### src/rtl/pipelined_addsub_if.sv
// Handshake bundle for the pipelined adder/subtractor: an issue side
// (in_*) and a retire side (out_*).
`timescale 1ns/1ps

interface pipelined_addsub_if #(
  parameter int WIDTH = 32
);
  logic             in_valid;
  logic             in_ready;
  logic [WIDTH-1:0] in_a;
  logic [WIDTH-1:0] in_b;
  logic             in_sub;
  logic             in_cin;
  logic             out_valid;
  logic             out_ready;
  logic [WIDTH-1:0] out_sum;
  logic             out_cout;
  logic             out_ovf;
  logic             out_zero;
  logic             out_neg;

  // Producer of operations and consumer of results.
  modport master (
    output in_valid, in_a, in_b, in_sub, in_cin, out_ready,
    input  in_ready, out_valid, out_sum, out_cout, out_ovf, out_zero, out_neg
  );

  // The arithmetic block itself.
  modport slave (
    input  in_valid, in_a, in_b, in_sub, in_cin, out_ready,
    output in_ready, out_valid, out_sum, out_cout, out_ovf, out_zero, out_neg
  );
endinterface

### src/rtl/pipelined_addsub.sv
// Pipelined two's-complement adder/subtractor: WIDTH bits split into STAGES
// ripple segments, one segment per clock, carries registered between segments.
`timescale 1ns/1ps

module pipelined_addsub #(
  parameter int WIDTH  = 32,
  parameter int STAGES = 4
) (
  input logic                clk,
  input logic                rst,
  pipelined_addsub_if.slave  bus
);

  localparam int SEG = WIDTH / STAGES;

  logic             stall;
  logic             advance;
  logic [WIDTH-1:0] b_prep;
  logic             c0;

  // The whole pipe freezes (bubbles included) while the head result waits.
  assign stall        = bus.out_valid & ~bus.out_ready;
  assign advance      = ~stall;
  assign bus.in_ready = ~stall;

  // Subtract is A + ~B + 1; a borrow-in removes that +1.
  assign b_prep = bus.in_sub ? ~bus.in_b : bus.in_b;
  assign c0     = bus.in_sub ? ~bus.in_cin : bus.in_cin;

  for (genvar k = 0; k < STAGES; k++) begin : g_stage
    // IW: operand bits not yet summed when entering stage k.
    // OW: result bits finished once stage k has run.
    localparam int IW = WIDTH - k * SEG;
    localparam int OW = (k + 1) * SEG;

    logic [IW-1:0] a_in;
    logic [IW-1:0] b_in;
    logic          c_in;
    logic          v_in;
    logic [SEG:0]  seg_sum;
    logic [OW-1:0] s_next;
    logic [OW-1:0] s_q;
    logic          c_q;
    logic          v_q;

    if (k == 0) begin : g_head
      assign a_in   = bus.in_a;
      assign b_in   = b_prep;
      assign c_in   = c0;
      assign v_in   = bus.in_valid;
      assign s_next = seg_sum[SEG-1:0];
    end else begin : g_body
      assign a_in   = g_stage[k-1].g_carry.a_q;
      assign b_in   = g_stage[k-1].g_carry.b_q;
      assign c_in   = g_stage[k-1].c_q;
      assign v_in   = g_stage[k-1].v_q;
      assign s_next = {seg_sum[SEG-1:0], g_stage[k-1].s_q};
    end

    assign seg_sum = {1'b0, a_in[SEG-1:0]} + {1'b0, b_in[SEG-1:0]}
                   + {{SEG{1'b0}}, c_in};

    // NOTE: sequential state uses non-blocking assignments so every stage
    // samples its predecessor's pre-edge value, giving a true shift.
    always_ff @(posedge clk) begin
      if (rst) begin
        v_q <= 1'b0;
        c_q <= 1'b0;
        s_q <= '0;
      end else if (advance) begin
        v_q <= v_in;
        c_q <= seg_sum[SEG];
        s_q <= s_next;
      end
    end

    if (k < STAGES - 1) begin : g_carry
      // Unsummed upper slices ride along to the next stage.
      logic [IW-SEG-1:0] a_q;
      logic [IW-SEG-1:0] b_q;

      // NOTE: these are pure data; the stage valid bit qualifies them, so
      // they carry no reset and may load freely, even on bubbles.
      always_ff @(posedge clk) begin
        if (advance) begin
          a_q <= a_in[IW-1:SEG];
          b_q <= b_in[IW-1:SEG];
        end
      end
    end else begin : g_tail
      // The last segment holds both operand MSBs, so overflow is settled here.
      logic ovf_q;

      always_ff @(posedge clk) begin
        if (rst) begin
          ovf_q <= 1'b0;
        end else if (advance) begin
          ovf_q <= (a_in[SEG-1] == b_in[SEG-1]) & (seg_sum[SEG-1] != a_in[SEG-1]);
        end
      end
    end
  end

  assign bus.out_valid = g_stage[STAGES-1].v_q;
  assign bus.out_sum   = g_stage[STAGES-1].s_q;
  assign bus.out_cout  = g_stage[STAGES-1].c_q;
  assign bus.out_ovf   = g_stage[STAGES-1].g_tail.ovf_q;
  assign bus.out_neg   = g_stage[STAGES-1].s_q[WIDTH-1];
  // Qualified by valid so the cleared post-reset sum does not report zero.
  assign bus.out_zero  = g_stage[STAGES-1].v_q & ~|g_stage[STAGES-1].s_q;

endmodule
### src/flat_wrapper.sv
// flat-port wrapper written by rule: the top's interface ports become plain ports
module pipelined_addsub_flat 
#(
  parameter int WIDTH  = 32,
  parameter int STAGES = 4
)
  (clk, rst, bus_in_valid, bus_in_a, bus_in_b, bus_in_sub, bus_in_cin, bus_out_ready, bus_in_ready, bus_out_valid, bus_out_sum, bus_out_cout, bus_out_ovf, bus_out_zero, bus_out_neg);
  pipelined_addsub_if #(.WIDTH(WIDTH)) bus_i ();
  input logic clk;
  input logic rst;
  input wire logic [$bits(bus_i.in_valid)-1:0] bus_in_valid;
  input wire logic [$bits(bus_i.in_a)-1:0] bus_in_a;
  input wire logic [$bits(bus_i.in_b)-1:0] bus_in_b;
  input wire logic [$bits(bus_i.in_sub)-1:0] bus_in_sub;
  input wire logic [$bits(bus_i.in_cin)-1:0] bus_in_cin;
  input wire logic [$bits(bus_i.out_ready)-1:0] bus_out_ready;
  output wire logic [$bits(bus_i.in_ready)-1:0] bus_in_ready;
  output wire logic [$bits(bus_i.out_valid)-1:0] bus_out_valid;
  output wire logic [$bits(bus_i.out_sum)-1:0] bus_out_sum;
  output wire logic [$bits(bus_i.out_cout)-1:0] bus_out_cout;
  output wire logic [$bits(bus_i.out_ovf)-1:0] bus_out_ovf;
  output wire logic [$bits(bus_i.out_zero)-1:0] bus_out_zero;
  output wire logic [$bits(bus_i.out_neg)-1:0] bus_out_neg;
  assign bus_i.in_valid = bus_in_valid;
  assign bus_i.in_a = bus_in_a;
  assign bus_i.in_b = bus_in_b;
  assign bus_i.in_sub = bus_in_sub;
  assign bus_i.in_cin = bus_in_cin;
  assign bus_i.out_ready = bus_out_ready;
  assign bus_in_ready = bus_i.in_ready;
  assign bus_out_valid = bus_i.out_valid;
  assign bus_out_sum = bus_i.out_sum;
  assign bus_out_cout = bus_i.out_cout;
  assign bus_out_ovf = bus_i.out_ovf;
  assign bus_out_zero = bus_i.out_zero;
  assign bus_out_neg = bus_i.out_neg;
  pipelined_addsub #(.WIDTH(WIDTH), .STAGES(STAGES)) u_core (.clk(clk), .rst(rst), .bus(bus_i));
endmodule
### config.mk
export PLATFORM = sky130hd
export DESIGN_NAME = pipelined_addsub_flat
export DESIGN_NICKNAME = d
export VERILOG_FILES = /design/src/rtl/pipelined_addsub_if.sv /design/src/rtl/pipelined_addsub.sv /design/src/flat_wrapper.sv
export SDC_FILE = /design/constraint.sdc
export NUM_CORES = 1
export LEC_CHECK = 0
export BUFFER_PORTS_ARGS = -buffer_cell sky130_fd_sc_hd__buf_2
export CORE_UTILIZATION = 41
export DETAILED_ROUTE_END_ITERATION = 16
export PLACE_DENSITY = 0.7
export SKIP_CTS_REPAIR_TIMING = 1
export SLEW_MARGIN = 40
export SYNTH_ARGS = -nofsm -noshare
export SYNTH_HDL_FRONTEND = slang
export SYNTH_SLANG_ARGS = --single-unit
### constraint.sdc
create_clock -name clk -period 6.18 [get_ports clk]
set_input_delay 1.236 -clock clk [delete_from_list [all_inputs] [get_ports clk]]
set_output_delay 1.236 -clock clk [all_outputs]
set_load 0.01 [all_outputs]
# After elaboration in Yosys (flattened, before gate mapping)
# Cells that the tools add are included.
# totals
register_bits	185
word_cells	40
output_inout_bits	38
# classes
n_reduce_logical	2
bitwise	7
eq_ne	2
addsub	8
mux	2
# op_table
cell	n
8-bit by 8-bit adder with 9-bit output	4
9-bit by 1-bit adder with 9-bit output	4
32-bit two-way mux	1
32-bit inverter	1
32-bit OR reduction	1
1-bit bitwise AND	3
1-bit inverter	3
1-bit equality test	1
1-bit logical NOT	1
1-bit two-way mux	1
1-bit inequality test	1

# Longest topological paths before layout
# logic_depth
depth_word	4
ltp_mapped	10
depth_no_buf	8

# Worst setup path after synthesis
# No wires, ideal clock.
# synth_path
path_kind	in2out
start	in bus_out_ready
end	out bus_in_ready
arrival_time_ns	2.736
path_stages	4
n_path_buf	2
path_slack_ns	2.208
cell_sequence	nor2b_4 inv_2 buf_2 buf_2
# synth_via
elab_chain_len	3
# synth_rtl
element	line_no	rtl
from (decl)	flat_wrapper.sv:16	input wire logic [$bits(bus_i.out_ready)-1:0] bus_out_ready;
1-bit inverter	pipelined_addsub.sv:22	assign stall = bus.out_valid & ~bus.out_ready;
1-bit bitwise AND	pipelined_addsub.sv:22	
1-bit inverter	-	
to (decl)	flat_wrapper.sv:17	output wire logic [$bits(bus_i.in_ready)-1:0] bus_in_ready;
# Every way passes these cells.

# Final worst setup path
# Same ends and word-level chain as after synthesis.

==> results.md <==
- # port buffers: between 100 and 150
- Relative slew slack: 48.5%
- Top cells by count, synth: nand2_1, edfxtp_1, dfxtp_1
- Critical path start-end classification: in -> out
- Min-Delay Path Class: reg -> reg
- Seq cells post-synth: around 190
- Initial DRC count: 387
- Clk_lat worst skew: 0.43 ns
- Count leader, synth: nand2_1
- Gate Count Post-Synth: about 700
- Drt pass-1 iters: 5
- Yosys cell types: 46
- Switching part of the total: a little over a quarter
- Number of global-route vias before repair: 4,820
- Pre-CTS WS: about 2.8 ns
- Post-DP HPWL: roughly 9.7 mm
- CTS tree: yes
- Post-synth EDFFs: 96
- Mapped cell area: 0.00782 mm2
- Post-synth ARST share: 0%
- Setup_tns: 0 ns
- Die width: roughly 140 um
- DIE HEIGHT: between 100 and 150 um
- Worst-margin pin slew: 0.773 ns
- Final hold slack: just over 0.4 ns
- Starting Density: 41.8%
- DRC viols: 0
- Synthesis Warnings: 0
- Largest net degree at the start of global routing: ~120
- WL/cell: around 14 um
- Outcome: finished clean
- Gate power share: 13.5%
- VDD IR max: around 0.00022 V
- Fraction of layout cells with a size suffix above 1: between 20% and 30%
- Reg area: approximately 0.0047 mm2
- Fin crit share: a little over half
- Setup ws final: between 2 and 3 ns
- Final wirelength: approximately 15 mm
- Max_cap viols: 0
- First-pass GRT wire length: roughly 24 mm
- Area growth from synthesis to layout: 16.5%
- Final net count: 895
- Worst-path clk slew: 0.07 ns
- CP Capture Type: primary output
- GP Congestion: between 0.8 and 0.9
- Clock network power share: 36.9%
- Std-Cell Rows: 50
- Filler cells: 1,706
- Critical path arrival: 2.14 ns
- Leak: around 3.6 nW
- Clk root buf: clkbuf_16
- Core footprint: between 0.015 and 0.02 mm2
- Die area: roughly 0.020 mm2
- Antenna violations before repair: 0
- Switching power: a little under 800 uW
- Grt ovf: 0
- Leading area contributor after synthesis: edfxtp_1
- Dominant cells by area after synthesis: edfxtp_1, dfxtp_1, nand2_1
- CP Launch Point: bus_out_ready
- Final Setup Violations: 0
- RSZ-0062 raised after global routing: no
- H-tree levels: 4
- Pwr dens: around 330 mW/mm2
- Mean area per synthesized cell: between 10 and 15 um2
- Syn Nets: about 800
- Top FF cell, synth: edfxtp_1
- Minimum clock period: 3.38 ns
- HP Start: u_core.g_stage[1].g_carry.a_q[8]
- Final Hold Vio Count: 0
- Num ports: ~110
- # diodes: 0
- Gr usage total: about 16%
- CTS sink count: approximately 190
- Worst Clk Skew: between 0.01 and 0.015 ns
- CTS Buf Count: 17
- Register area share after synthesis: 59.7%
- CP required: roughly 4.9 ns
- CP Launch Type: input port
- Worst r2r src: u_core.bus.out_valid
- Fin. max-slew vios: 0
- Multi-input gate area: approximately 0.0029 mm2
- Area share of the largest cell type after synthesis: a little under two fifths
- Pwr Total: approximately 3 mW
- Clk buf depth: 2
- Via count: ~5.3k
- Int Pwr: between 2 and 2.5 mW
- Crit-path max FO: between 100 and 150
- Via density: 5.07
- Maximum achievable frequency: approximately 300 MHz
- Routed Antenna Nets: 0
- Sequential share of power: roughly 50%
[power by group through the flow]
| stage | logic [mW] | registers, mW | clock network (mW) |
|---|---|---|---|
| after global routing | 0.458 | 1.50 | 1.17 |
| final | 0.404 | 1.49 | 1.11 |
| after detailed placement | 0.402 | 1.52 | 0 |
| after global placement | 0.396 | 1.51 | 0 |
| after floorplan | 0.278 | 1.50 | 0 |
| after CTS | 0.406 | 1.49 | 1.13 |
[path summary, 6_finish.rpt]
check	end	slack, ns	depth (start not counted)
max	bus_in_ready	2.80	4
min	u_core.g_stage[2].g_carry.a_q[0]	0.41	0
max reg2reg	u_core.g_stage[1].s_q[12]	3.64	5
min reg2reg	u_core.g_stage[2].g_carry.a_q[0]	0.41	0
[layout by cell type (no fill, tap or decap), types with 13 or more instances in the layout]
cell and n:
nand2_1 126, buf_2 107, edfxtp_1 96, dfxtp_1 89
a21oi_1 77, xor2_1 35, nand3_1 34, ha_1 28
o21ai_0 17, clkbuf_16 17, nor3_1 14, o21a_1 13
[logic make-up (layout without fill, tap and decap cells)]
group           count (synthesis)  in the layout  share of synthesized area [%]
buf+inv                        50            156                           3.18
compound gates                153            153                           12.2
flops                         185            185                           59.7
fa+ha+maj                      36             36                           6.53
xor+xnor                       37             37                           4.15
simple gates                  235            235                           14.3
[state kept, by name (all words and copies together), names as in the netlist]
signal,flops
u_core.g_stage.s_q,48
u_core.bus.out_ovf,1
u_core.bus.out_cout,1
u_core.g_stage.g_carry.b_q,48
u_core.bus.out_valid,1
u_core.g_stage.g_carry.a_q,48
u_core.g_stage.v_q,3
u_core.g_stage.c_q,3
u_core.bus.out_sum,32
[critical path, cell delays in order]
cell	delay, ns
buf_2	0.10
nor2b_4	0.05
inv_8	0.49
buf_2	0.25
[routing by layer]
layer,wire length [um],GRT usage (%)
met1,6900,20.0
met3,542,3.79
met2,7020,25.4
met5,0,0
met4,246,5.55
[layout make-up]
cell class,instances,area share (%)
sequential,185,51.2
multi-input combinational,461,31.9
timing repair buffer,112,6.47
clock buffer,17,4.67
tap,234,3.21
clock inverter,15,1.96
inverter,12,0.577
[metrics by stage]
step                std cells  cell area (um2)  util, %
finish                   1036             9110     48.7
global route             1036             9110     48.7
CTS                      1035             9090     48.6
detailed placement       1003             8480     45.4
global placement         1003             8480     45.3
floorplan                 696             7820        -
No activity file was read; power rests on OpenSTA's default activity.
